$ cat src/rtl/alu_issue_scheduler.sv
// rtl/alu_issue_scheduler.sv - collapsing in-order-priority ALU issue queue with writeback wakeup
module alu_issue_scheduler #(
    parameter int NUM_REG = 32,
    parameter int DEPTH   = 8,
    parameter int OP_W    = 4,
    parameter int IMM_W   = 8,
    localparam int PW     = $clog2(NUM_REG),
    localparam int CW     = $clog2(DEPTH + 1)
) (
    input  logic             clk,
    input  logic             n_rst,
    input  logic             flush,
    input  logic             disp_valid,
    output logic             disp_ready,
    input  logic [PW-1:0]    disp_ra,
    input  logic [PW-1:0]    disp_rt,
    input  logic [PW-1:0]    disp_rd,
    input  logic             disp_ra_rdy,
    input  logic             disp_rt_rdy,
    input  logic             disp_use_rt,
    input  logic [IMM_W-1:0] disp_immdt,
    input  logic [OP_W-1:0]  disp_alu_op,
    input  logic             wb_valid,
    input  logic [PW-1:0]    wb_preg,
    output logic             iss_valid,
    input  logic             iss_ready,
    output logic [PW-1:0]    iss_ra,
    output logic [PW-1:0]    iss_rt,
    output logic [PW-1:0]    iss_rd,
    output logic             iss_use_rt,
    output logic [IMM_W-1:0] iss_immdt,
    output logic [OP_W-1:0]  iss_alu_op,
    output logic [CW-1:0]    count
);

    // Entry storage; index 0 is the oldest, valid entries are 0..count-1.
    logic [PW-1:0]    q_ra     [DEPTH];
    logic [PW-1:0]    q_rt     [DEPTH];
    logic [PW-1:0]    q_rd     [DEPTH];
    logic [IMM_W-1:0] q_immdt  [DEPTH];
    logic [OP_W-1:0]  q_alu_op [DEPTH];
    logic [DEPTH-1:0] q_use_rt;
    logic [DEPTH-1:0] q_ra_rdy;
    logic [DEPTH-1:0] q_rt_rdy;

    logic [PW-1:0]    n_ra     [DEPTH];
    logic [PW-1:0]    n_rt     [DEPTH];
    logic [PW-1:0]    n_rd     [DEPTH];
    logic [IMM_W-1:0] n_immdt  [DEPTH];
    logic [OP_W-1:0]  n_alu_op [DEPTH];
    logic [DEPTH-1:0] n_use_rt;
    logic [DEPTH-1:0] n_ra_rdy;
    logic [DEPTH-1:0] n_rt_rdy;
    logic [CW-1:0]    n_count;

    logic [DEPTH-1:0] elig;
    logic             any_elig;
    logic [CW-1:0]    sel_idx;
    logic [CW-1:0]    wr_idx;
    logic             iss_fire;
    logic             disp_fire;

    // Full check looks only at the registered count, so dispatch never waits on iss_ready.
    assign disp_ready = (count < CW'(DEPTH));
    assign iss_valid  = any_elig && !flush;
    assign iss_fire   = iss_valid && iss_ready;
    assign disp_fire  = disp_valid && disp_ready && !flush;
    assign wr_idx     = count - {{(CW-1){1'b0}}, iss_fire};

    // Pick the oldest eligible entry and present its fields.
    always_comb begin
        elig       = '0;
        any_elig   = 1'b0;
        sel_idx    = '0;
        iss_ra     = '0;
        iss_rt     = '0;
        iss_rd     = '0;
        iss_use_rt = 1'b0;
        iss_immdt  = '0;
        iss_alu_op = '0;
        for (int i = 0; i < DEPTH; i++) begin
            elig[i] = (CW'(i) < count) && q_ra_rdy[i] && (q_rt_rdy[i] || !q_use_rt[i]);
            if (elig[i] && !any_elig) begin
                any_elig   = 1'b1;
                sel_idx    = CW'(i);
                iss_ra     = q_ra[i];
                iss_rt     = q_rt[i];
                iss_rd     = q_rd[i];
                iss_use_rt = q_use_rt[i];
                iss_immdt  = q_immdt[i];
                iss_alu_op = q_alu_op[i];
            end
        end
    end

    // Build the next queue image: collapse over the issued slot, apply wakeup, append dispatch.
    always_comb begin
        n_ra     = q_ra;
        n_rt     = q_rt;
        n_rd     = q_rd;
        n_immdt  = q_immdt;
        n_alu_op = q_alu_op;
        n_use_rt = q_use_rt;
        n_ra_rdy = q_ra_rdy;
        n_rt_rdy = q_rt_rdy;
        n_count  = count;
        for (int i = 0; i < DEPTH - 1; i++) begin
            if (iss_fire && (CW'(i) >= sel_idx)) begin
                n_ra[i]     = q_ra[i+1];
                n_rt[i]     = q_rt[i+1];
                n_rd[i]     = q_rd[i+1];
                n_immdt[i]  = q_immdt[i+1];
                n_alu_op[i] = q_alu_op[i+1];
                n_use_rt[i] = q_use_rt[i+1];
                n_ra_rdy[i] = q_ra_rdy[i+1];
                n_rt_rdy[i] = q_rt_rdy[i+1];
            end
        end
        // The issued entry has already shifted out, so its wakeup is naturally dropped.
        for (int i = 0; i < DEPTH; i++) begin
            if (wb_valid && (n_ra[i] == wb_preg)) begin
                n_ra_rdy[i] = 1'b1;
            end
            if (wb_valid && (n_rt[i] == wb_preg)) begin
                n_rt_rdy[i] = 1'b1;
            end
            if (disp_fire && (CW'(i) == wr_idx)) begin
                n_ra[i]     = disp_ra;
                n_rt[i]     = disp_rt;
                n_rd[i]     = disp_rd;
                n_immdt[i]  = disp_immdt;
                n_alu_op[i] = disp_alu_op;
                n_use_rt[i] = disp_use_rt;
                n_ra_rdy[i] = disp_ra_rdy || (wb_valid && (disp_ra == wb_preg));
                n_rt_rdy[i] = disp_rt_rdy || (wb_valid && (disp_rt == wb_preg));
            end
        end
        if (flush) begin
            n_count = '0;
        end else begin
            n_count = count + CW'(disp_fire) - CW'(iss_fire);
        end
    end

    // Queue state register; reset clears every field so no output is ever unknown.
    always_ff @(posedge clk) begin
        if (n_rst) begin
            count    <= '0;
            q_use_rt <= '0;
            q_ra_rdy <= '0;
            q_rt_rdy <= '0;
            for (int i = 0; i < DEPTH; i++) begin
                q_ra[i]     <= '0;
                q_rt[i]     <= '0;
                q_rd[i]     <= '0;
                q_immdt[i]  <= '0;
                q_alu_op[i] <= '0;
            end
        end else begin
            count    <= n_count;
            q_ra     <= n_ra;
            q_rt     <= n_rt;
            q_rd     <= n_rd;
            q_immdt  <= n_immdt;
            q_alu_op <= n_alu_op;
            q_use_rt <= n_use_rt;
            q_ra_rdy <= n_ra_rdy;
            q_rt_rdy <= n_rt_rdy;
        end
    end

endmodule

$ cat config.mk
export PLATFORM = sky130hd
export DESIGN_NAME = alu_issue_scheduler
export DESIGN_NICKNAME = d
export VERILOG_FILES = /design/src/rtl/alu_issue_scheduler.sv
export SDC_FILE = /design/constraint.sdc
export NUM_CORES = 1
export LEC_CHECK = 0
export CAP_MARGIN = 20
export CORE_MARGIN = 2
export CORE_UTILIZATION = 40
export DETAILED_ROUTE_END_ITERATION = 8
export GPL_ROUTABILITY_DRIVEN = 0
export HOLD_SLACK_MARGIN = 0.06
export PLACE_DENSITY = 0.59
export SLEW_MARGIN = 0
export SYNTH_ARGS = -nofsm -noshare
export SYNTH_HDL_FRONTEND = slang
export SYNTH_SLANG_ARGS = --single-unit
$ cat constraint.sdc
create_clock -name clk -period 4.7 [get_ports clk]
set_input_delay 0.47 -clock clk [delete_from_list [all_inputs] [get_ports clk]]
set_output_delay 0.47 -clock clk [all_outputs]
set_load 0.05 [all_outputs]
; After elaboration in Yosys (flattened, before gate mapping)
; Index checks and enable logic that the tools add are counted.
[totals]
inputBits = 41
output_inout_bits = 34
regBits = 244
[classes]
order_cmp = 16
add_sub_neg = 3
n_reduce_logical = 111
eq_ne = 25
mux = 193
[ops]
columns = cell, count
row1 = 5-bit 2-to-1 mux, 66
row2 = 8-bit 2-to-1 mux, 22
row3 = 4-bit 2-to-1 mux, 28
row4 = 5-bit == test, 18
row5 = 1-bit 2-to-1 mux, 77
row6 = 1-bit logical AND, 60
row7 = 3-bit nonzero test, 14
row8 = 2-bit nonzero test, 9
row9 = 3-bit by 4-bit == test with 1-bit output (first input constant), 4
row10 = 1-bit zero test, 16
row11 = 3-bit by 4-bit less-than comparator with 1-bit output (first input constant), 4
row12 = 3-bit by 4-bit greater-or-equal comparator with 1-bit output (first input constant), 3
row13 = 1-bit logical OR, 10
row14 = 2-bit by 4-bit == test with 1-bit output (first input constant), 2
row15 = 1-bit by 4-bit greater-or-equal comparator with 1-bit output (first input constant), 2
row16 = 2-bit by 4-bit greater-or-equal comparator with 1-bit output (first input constant), 2
row17 = 1-bit by 4-bit less-than comparator with 1-bit output (first input constant), 2
row18 = 2-bit by 4-bit less-than comparator with 1-bit output (first input constant), 2
row19 = 4-bit by 1-bit subtractor with 4-bit output, 2
row20 = 4-bit by 1-bit adder with 4-bit output, 1
row21 = 1-bit by 4-bit == test with 1-bit output (first input constant), 1
row22 = 4-bit zero test, 1
row23 = 4-bit less-than comparator (second input constant), 1
row24 = 2-bit OR reduction, 1

; Logic depth before layout (Yosys ltp)
; Gate-level depths: netlist of run 1.
[logic_depth]
ltp_word = 33
depth_mapped = 19

; Worst setup path before layout of run 1
; OpenSTA, ideal clock, no wires.
[synth_timing]
path_kind = register to register
start = reg count[3]
end = reg q_rd[20] in the netlist's numbering
synth_period_minus_slack_ns = 4.738
arrival_ns = 4.647
path_stages_with_launch = 20
path_slack_ns = -0.038
setup_time_ns = 0.091
cell_sequence = dfxtp_1 > inv_1 > ha_1 > or3b_1 > and3_1 > buf_2 > nor3_1 > buf_2 > clkbuf_1 > and3_1 > nor2_1 > ha_1 > ha_1 > xor2_1 > nor2b_1 > nand3b_1 > clkbuf_1 > clkbuf_1 > nor2_1 > a311oi_1
[synth_via]
word_cells_on_any_way = 65
cone_classes = 1 x add/sub / 10 x order compare / 1 x eq/ne / 16 x mux / 37 x reduce/logical
[synth_rtl]
columns = element, line
row1 = start: declaration, 33  ; output logic [CW-1:0] count
row2 = start signal: assignment, 160  ; count <= n_count;
row3 = 4-bit less-than comparator (*), 64  ; assign disp_ready = (count < CW'(DEPTH));
row4 = named net disp_ready, 14  ; output logic disp_ready,
row5 = 1-bit logical AND (*) (2 in series), 67  ; assign disp_fire = disp_valid && disp_ready && !flush;
row6 = 1-bit logical AND (*), 127  ; if (disp_fire && (CW'(i) == wr_idx)) begin
row7 = 5-bit 2-to-1 mux or 2-bit nonzero test (tied branches), -
row8 = end signal: assignment, 163  ; q_rd <= n_rd;
row9 = end: declaration, 39  ; logic [PW-1:0] q_rd [DEPTH];
; The timed path passes the listed nets; every way through them passes the cells marked *.
; A chain may end at the register's enable or synchronous reset.

; Worst setup path after layout of run 1
[layout_timing]
start = reg count[3]
end = out iss_ra[2]
[layout_via]
elab_chain_cells = 25
word_cells_on_any_way = 53
cone_classes = 8 x order compare / 15 x mux / 30 x reduce/logical
[layout_rtl]
columns = element, line
row1 = 1-bit by 4-bit less-than comparator with 1-bit output, 82  ; elig[i] = (CW'(i) < count) && q_ra_rdy[i] && (q_rt_rdy[i] || !q_use_rt[i]);
row2 = 1-bit logical AND (2 in series), 82
row3 = 1-bit 2-to-1 mux, 83  ; if (elig[i] && !any_elig) begin
row4 = 1-bit zero test, 83
row5 = 1-bit logical AND, 83
row6 = 1-bit 2-to-1 mux, 83
row7 = 1-bit zero test, 83
row8 = 1-bit logical AND, 83
row9 = [... 8 more ...], -
row10 = 1-bit logical AND, 83
row11 = 1-bit 2-to-1 mux, 83
row12 = 1-bit zero test, 83
row13 = 1-bit logical AND, 83
row14 = 1-bit 2-to-1 mux, 83
row15 = 1-bit zero test, 83
row16 = 1-bit logical AND, 83
row17 = 5-bit 2-to-1 mux (*), 83
row18 = end: declaration, 27  ; output logic [PW-1:0] iss_ra,
; Every way passes the cells marked *; elsewhere a longest branch is shown, timed or not.

==> insert_results.sql, run 1 <==
INSERT INTO impl_metrics (metric_group, metric, value, unit) VALUES
('global_routing', 'grt_start_max_net_pins', '178', ''),
('power', 'powerDensity', '287', 'nW/um2'),
('synthesis', 'register_bit_total_from_synthesis', '244', ''),
('routing', 'drt_pre_antenna_iters', '7', ''),
('placed_design', 'dp_hpwl', '34700', 'um'),
('clock_network', 'worst_skew_pair.late_latency', '0.56', 'ns'),
('routing', 'drc', '0', ''),
('worst_setup_path', 'worst-path-buf-inv', '4', ''),
('worst_setup_path', 'critical_path_required', '4.23', 'ns'),
('floorplanning', 'die_area', '36700', 'um2'),
('power', 'clockPowerShare', '0.469', ''),
('synthesis', 'synthDominantAreaCellType', 'sky130_fd_sc_hd__dfxtp_1', ''),
('power', 'total_leakage_power', '5.86', 'nW'),
('worst_setup_path', 'critPathMaxFanout', '34', ''),
('synthesis', 'area_of_the_mapped_netlist', '14100', 'um2'),
('worst_setup_path', 'cp-end-kind', 'output pin', ''),
('global_routing', 'first_global_vias', '12800', ''),
('run', 'max_cap_viols', '0', ''),
('sta', 'final-setup-viol-count', '0', ''),
('synthesis', 'synth.distinct_cells', '67', ''),
('global_routing', 'grt_use_total', '0.275', ''),
('synthesis', 'synth_edf_count', '0', ''),
('worst_setup_path', 'data_arrival_time_of_the_worst_path', '4.10', 'ns'),
('synthesis', 'yosys-top-cells-area', 'sky130_fd_sc_hd__dfxtp_1 (35%), sky130_fd_sc_hd__nor2_1 (7.8%), sky130_fd_sc_hd__mux2i_1 (7.3%)', ''),
('floorplanning', 'starting_density', '0.407', ''),
('synthesis', 'synth_ff_type', 'sky130_fd_sc_hd__dfxtp_1', ''),
('cells_and_area', 'diodes', '0', ''),
('worst_setup_path', 'worst_path_most_repeated_cell', 'sky130_fd_sc_hd__buf_12', ''),
('cells_and_area', 'layout_common_cells', 'sky130_fd_sc_hd__nor2_1 (291), sky130_fd_sc_hd__dfxtp_1 (244), sky130_fd_sc_hd__nand2_1 (208)', ''),
('placed_design', 'place_ws', '0.569', 'ns'),
('sta', 'endpoints_failing_hold', '0', ''),
('global_routing', 'wire_length_of_the_first_global_routing_pass', '78700', 'um'),
('routing', 'ant_nets', '0', ''),
('floorplanning', 'core', '34500', 'um2'),
('clock_network', 'setup_buffers_after_cts', '0', ''),
('clock_network', 'cts-root-buf', 'sky130_fd_sc_hd__clkbuf_16', ''),
('sta', 'worst-slew-pin-transition', '1.07', 'ns'),
('run_status', 'outcome', 'completed', ''),
('clock_network', 'tritoncts', 'yes', ''),
('sta', 'max_slew_margin', '0.289', ''),
('floorplanning', 'rows', '68', ''),
('global_routing', 'grt_antenna_before_repair', '0', ''),
('worst_setup_path', 'critical-path-top-delay-family', 'compound AO/OA/AOI/OAI gates', ''),
('sta', 'fin_tns_setup', '0', 'ns'),
('hold_path', 'holdCritPathClass', 'in2reg', ''),
('synthesis', 'synth.top_cell.area_share', '0.347', ''),
('cells_and_area', 'finalCoreUtilization', '0.477', ''),
('worst_setup_path', 'cp_slowest_stage_delay', '0.60', 'ns'),
('worst_setup_path', 'cp_cell_instances', 'clkinvlp_4 -> ha_2 -> or3b_1 -> and3_2 -> buf_12 -> nor3_4 -> buf_12 -> a222oi_1 -> o21ai_1 -> a221o_1 -> a221o_1 -> buf_12', ''),
('placed_design', 'numPortBuffers', '74', ''),
('clock_network', 'cts.reportedPaths.clkPinSlew', '0.06', 'ns'),
('clock_network', 'clk_path_buf_depth', '3', ''),
('cells_and_area', 'drive_above_1_share', '0.0965', ''),
('sta', 'finalCriticalPeriod', '4.57', 'ns'),
('sta', 'fmax', '0.219', 'GHz'),
('sta', 'post-route-period-util', '0.973', ''),
('cells_and_area', 'syn2layout_area_growth', '17.2', '%'),
('routing', 'drc_violation_total_after_the_first_tritonroute_iteration', '1987', ''),
('synthesis', 'synthesis.area_per_instance', '7.75', 'um2'),
('clock_network', 'cts_buf_count', '29', ''),
('routing', 'postRouteWirelength', '51100', 'um'),
('sta', 'grt_setup_unrepaired', 'false', ''),
('worst_setup_path', 'critical_path.startpoint_type', 'flop', ''),
('synthesis', 'synth_seq_area_share', '0.347', ''),
('worst_setup_path', 'crit_type', 'reg2out', ''),
('synthesis', 'syn_inst', '1813', ''),
('synthesis', 'synthesis.nets', '1864', ''),
('sta', 'timing_max_transition_violations_final', '0', ''),
('floorplanning', 'chipHeight', '191', 'um'),
('power', 'combPwrFrac', '0.081', ''),
('sta', 'final.setup.worst_slack', '0.129', 'ns');
-- state kept, by name, summed over array words and instances (netlist names) --
signal,count
q_ra_rdy,8
q_immdt,64
count,4
q_alu_op,32
q_rt_rdy,8
q_use_rt,8
q_ra,40
q_rd,40
q_rt,40
-- stage by stage --
step	cells	hold slack, ns	instance area, um2
after detailed placement	2218	0.459	15500
after floorplan	1813	0.445	14100
after CTS	2269	0.436	16400
after global placement	2218	0.454	15500
final	2269	0.466	16500
after global routing	2269	0.483	16500
-- worst reg2reg max path, delay by kind of cell (launching register included) --
family | cells | cell delay (ns)
buffers and inverters | 2 | 0.49
AOI/OAI and AO/OA | 2 | 0.65
xor gates and xnor gates | 1 | 0.35
and+or+nand+nor | 7 | 1.61
DFF | 1 | 0.42
adders and majority gates | 2 | 0.45
-- layer usage --
layer | vias to the layer above | GRT usage | part of all wire
li1 | 6518 | - | -
met2 | 703 | 0.405 | 0.42
met5 | - | 0 | 0
met3 | 70 | 0.0498 | 0.097
met1 | 6596 | 0.413 | 0.46
met4 | 0 | 0.0601 | 0.018
-- cell usage after synthesis, drive strengths merged (38+ instances only) --
| master | instances |
|---|---|
| clkbuf | 148 |
| buf | 38 |
| nand2 | 208 |
| nor2 | 293 |
| mux2i | 103 |
| o21ai | 60 |
| dfxtp | 244 |
| a311oi | 80 |
| inv | 39 |
| a21oi | 122 |
| xnor2 | 49 |
| xor2 | 39 |
| a211oi | 127 |
-- cell type report --
type,count,area [um2],area share
Inverter,40,154,0.00935
Tap cell,455,569,0.0346
Timing Repair Buffer,136,1560,0.0945
Sequential cell,244,4880,0.297
Multi-Input combinational cell,1343,8390,0.509
Clock buffer,45,856,0.0520
Clock inverter,6,62.6,0.00380
-- path summary, 6_finish.rpt --
| kind | start | end | slack, ns | cells past startpoint |
|---|---|---|---|---|
| worst max register to register | count[3] | q_ra[36] | 0.55 | 14 |
| worst max-delay path | count[3] | iss_ra[2] | 0.13 | 12 |
| worst min register to register | q_rd[3] | q_rd[3] | 0.47 | 2 |
| worst min-delay path | n_rst | q_ra_rdy[7] | 0.47 | 2 |
-- logic make-up after synthesis --
group,Yosys count,share of synthesized area
AO/OA/AOI/OAI,525,0.265
XOR/XNOR,88,0.0548
adder cells (fa/ha/maj),10,0.00944
buffers and inverters,226,0.0662
flip-flops,244,0.347
multiplexers,103,0.0733
AND/OR/NAND/NOR,617,0.184
-- power by group through the flow --
stage / Clock (mW) / Combinational [mW] / Sequential, mW
after floorplan: 0 / 0.235 / 2.16
after global placement: 0 / 0.367 / 2.17
after detailed placement: 0 / 0.370 / 2.17
after CTS: 2.24 / 0.372 / 2.12
after global routing: 2.33 / 0.406 / 2.13
final: 2.21 / 0.380 / 2.12
-- repair_timing --
item,in CTS,in global routing
gates resized for setup,3,13
endpoints found under the setup margin,3,26
cloned,0,0
pin swaps,0,1
No activity file was read; power rests on OpenSTA's default activity.
==> run 2, diff against run 1 <==
- PLACE_DENSITY: 0.59 -> 0.66
==> insert_results.sql, run 2 (synthesis results as in run 1) <==
INSERT INTO impl_metrics (metric_group, metric, value, unit) VALUES
('worst_setup_path', 'cp_cell_instances', 'inv_1 -> ha_1 -> or3b_1 -> and3_2 -> buf_4 -> a222oi_1 -> o21ai_0 -> a221oi_1 -> a31oi_1 -> buf_12', ''),
('placed_design', 'placed_cells_incl_taps', '2214', ''),
('cells_and_area', 'drive_above_1_share', '0.0986', ''),
('routing', 'drc_violation_total_after_the_first_tritonroute_iteration', '2046', ''),
('power', 'power_switching', '1.20', 'mW'),
('sta', 'worst-slew-pin-transition', '0.962', 'ns'),
('routing', 'drc', '0', ''),
('cells_and_area', 'syn2layout_area_growth', '17.2', '%'),
('worst_setup_path', 'critical_path_required', '4.23', 'ns'),
('cells_and_area', 'diodes', '0', ''),
('floorplanning', 'die_area', '36700', 'um2'),
('global_routing', 'grt_start_max_net_pins', '162', ''),
('routing', 'drt_pre_antenna_iters', '8', ''),
('worst_setup_path', 'data_arrival_time_of_the_worst_path', '4.07', 'ns'),
('routing', 'postRouteWirelength', '50400', 'um'),
('sta', 'endpoints_failing_hold', '0', ''),
('clock_network', 'cts.reportedPaths.clkPinSlew', '0.06', 'ns'),
('clock_network', 'cts-root-buf', 'sky130_fd_sc_hd__clkbuf_16', ''),
('sta', 'finalCriticalPeriod', '4.54', 'ns'),
('clock_network', 'cts.sinks', '244', ''),
('sta', 'max_slew_margin', '0.352', ''),
('power', 'clockPowerShare', '0.471', ''),
('global_routing', 'grt_antenna_before_repair', '0', ''),
('worst_setup_path', 'cp_max_delay_cell', 'sky130_fd_sc_hd__a222oi_1', ''),
('global_routing', 'grt.overflow.total', '0', ''),
('worst_setup_path', 'cp-end-kind', 'output pin', ''),
('run', 'max_cap_viols', '0', ''),
('floorplanning', 'die_width', '191', 'um'),
('cells_and_area', 'registers.top_by_ff_count', 'q_immdt', ''),
('floorplanning', 'top_level_ports', '75', ''),
('clock_network', 'cts_htree_levels', '1', ''),
('worst_setup_path', 'cp_slowest_stage_delay', '0.69', 'ns'),
('clock_network', 'worst_skew_pair.late_latency', '0.56', 'ns'),
('power', 'seq_power_share', '0.451', ''),
('global_routing', 'first_global_vias', '13200', ''),
('placed_design', 'numPortBuffers', '74', ''),
('cells_and_area', 'finalNetCount', '1844', ''),
('routing', 'vias', '14200', ''),
('sta', 'fmax', '0.220', 'GHz'),
('placed_design', 'dp_hpwl', '32200', 'um'),
('worst_setup_path', 'crit_type', 'reg2out', ''),
('hold_path', 'holdCritPathClass', 'in2reg', ''),
('routing', 'ant_nets', '0', ''),
('worst_setup_path', 'critical_path.startpoint_type', 'flop', ''),
('global_routing', 'grt_use_total', '0.270', ''),
('clock_network', 'cts_buf_count', '28', ''),
('global_routing', 'wire_length_of_the_first_global_routing_pass', '78000', 'um'),
('power', 'ir_worst_vdd', '0.000217', 'V'),
('clock_network', 'clk_path_buf_depth', '3', ''),
('clock_network', 'tritoncts', 'yes', ''),
('power', 'combPwrFrac', '0.078', ''),
('floorplanning', 'rows', '68', ''),
('sta', 'timing_max_transition_violations_final', '0', ''),
('sta', 'post-route-period-util', '0.967', ''),
('floorplanning', 'starting_density', '0.407', ''),
('sta', 'clock-skew-final', '0.0115', 'ns'),
('run_status', 'outcome', 'completed', ''),
('routing', 'wire_per_inst', '22.2', 'um'),
('power', 'powerDensity', '286', 'nW/um2'),
('worst_setup_path', 'critPathMaxFanout', '49', ''),
('sta', 'grt_setup_unrepaired', 'false', ''),
('worst_setup_path', 'worst-path-buf-inv', '3', ''),
('power', 'total_leakage_power', '5.88', 'nW'),
('power', 'cell_internal_pwr', '3.51', 'mW'),
('cells_and_area', 'largest_reg_flops', '64', ''),
('sta', 'fin_tns_setup', '0', 'ns'),
('worst_setup_path', 'critical-path-top-delay-family', 'compound AO/OA/AOI/OAI gates', ''),
('cells_and_area', 'layout_common_cells', 'sky130_fd_sc_hd__nor2_1 (292), sky130_fd_sc_hd__dfxtp_1 (244), sky130_fd_sc_hd__nand2_1 (207)', ''),
('sta', 'final-setup-viol-count', '0', ''),
('floorplanning', 'chipHeight', '191', 'um'),
('floorplanning', 'core', '34500', 'um2'),
('power', 'power.share.switching', '0.254', ''),
('cells_and_area', 'layout_commonest_cell', 'sky130_fd_sc_hd__nor2_1', ''),
('routing', 'post_drt_via_cell_ratio', '6.28', ''),
('cells_and_area', 'number_of_non_filler_instances_in_the_completed_layout', '2270', '');
-- run 2: cell count changes in the layout (fill, tap and decap cells not counted), moves of 2 or more --
cell	previous run	this run
sky130_fd_sc_hd__clkbuf_1	9	3
sky130_fd_sc_hd__clkinv_2	3	8
sky130_fd_sc_hd__buf_12	33	31
sky130_fd_sc_hd__clkinvlp_4	1	3
-- run 2: final timing paths --
check	from	end	slack [ns]	cells past startpoint
worst max-delay path	count[2]	iss_rt[1]	0.16	10
worst min-delay path	n_rst	q_ra_rdy[7]	0.46	2
worst max register to register	count[3]	q_use_rt[7]	0.35	14
worst min register to register	q_immdt[6]	q_immdt[6]	0.47	2
-- run 2: metal layers --
metal | global-route usage | routed length, um | vias up
met5 | 0 | 0 | -
li1 | - | - | 6516
met4 | 0.0914 | 1640 | 0
met3 | 0.0397 | 4890 | 137
met1 | 0.388 | 21900 | 6830
met2 | 0.412 | 21900 | 765
-- run 2: cell type report --
cell class / instances / area, um2
clock buffers: 40 / 836
well taps: 455 / 569
clock inverters: 12 / 101
inverters: 40 / 154
multi-input cells: 1344 / 8390
repair buffers: 135 / 1540
fillers: 3320 / 18100
flip-flops and latches: 244 / 4880
-- run 2: what timing repair did --
item,in CTS,in global routing
buffers inserted,0,3
resized for setup,1,9
hold buffers,0,0
setup endpoints to repair,10,22
pin swaps,1,1
cloned,1,0
endpoints found under the hold margin,0,0
-- run 2: power groups by stage --
stage          registers [mW]  logic, mW  clock network (mW)
2_1_floorplan            2.16      0.235                   0
3_3_place_gp             2.17      0.354                   0
3_5_place_dp             2.17      0.358                   0
4_1_cts                  2.12      0.359                2.23
5_1_grt                  2.13      0.392                2.32
6_report                 2.12      0.368                2.22
-- run 2: stage by stage --
stage	instance area (um2)	worst slack [ns]	util	hold slack, ns	power, mW
after floorplan	14100	0.0311	-	0.445	2.40
after detailed placement	15400	0.413	0.447	0.461	2.52
after CTS	16400	0.0364	0.475	0.432	4.71
after global placement	15400	0.430	0.446	0.452	2.52
after global routing	16500	0.0631	0.477	0.463	4.84
final	16500	0.156	0.477	0.460	4.71
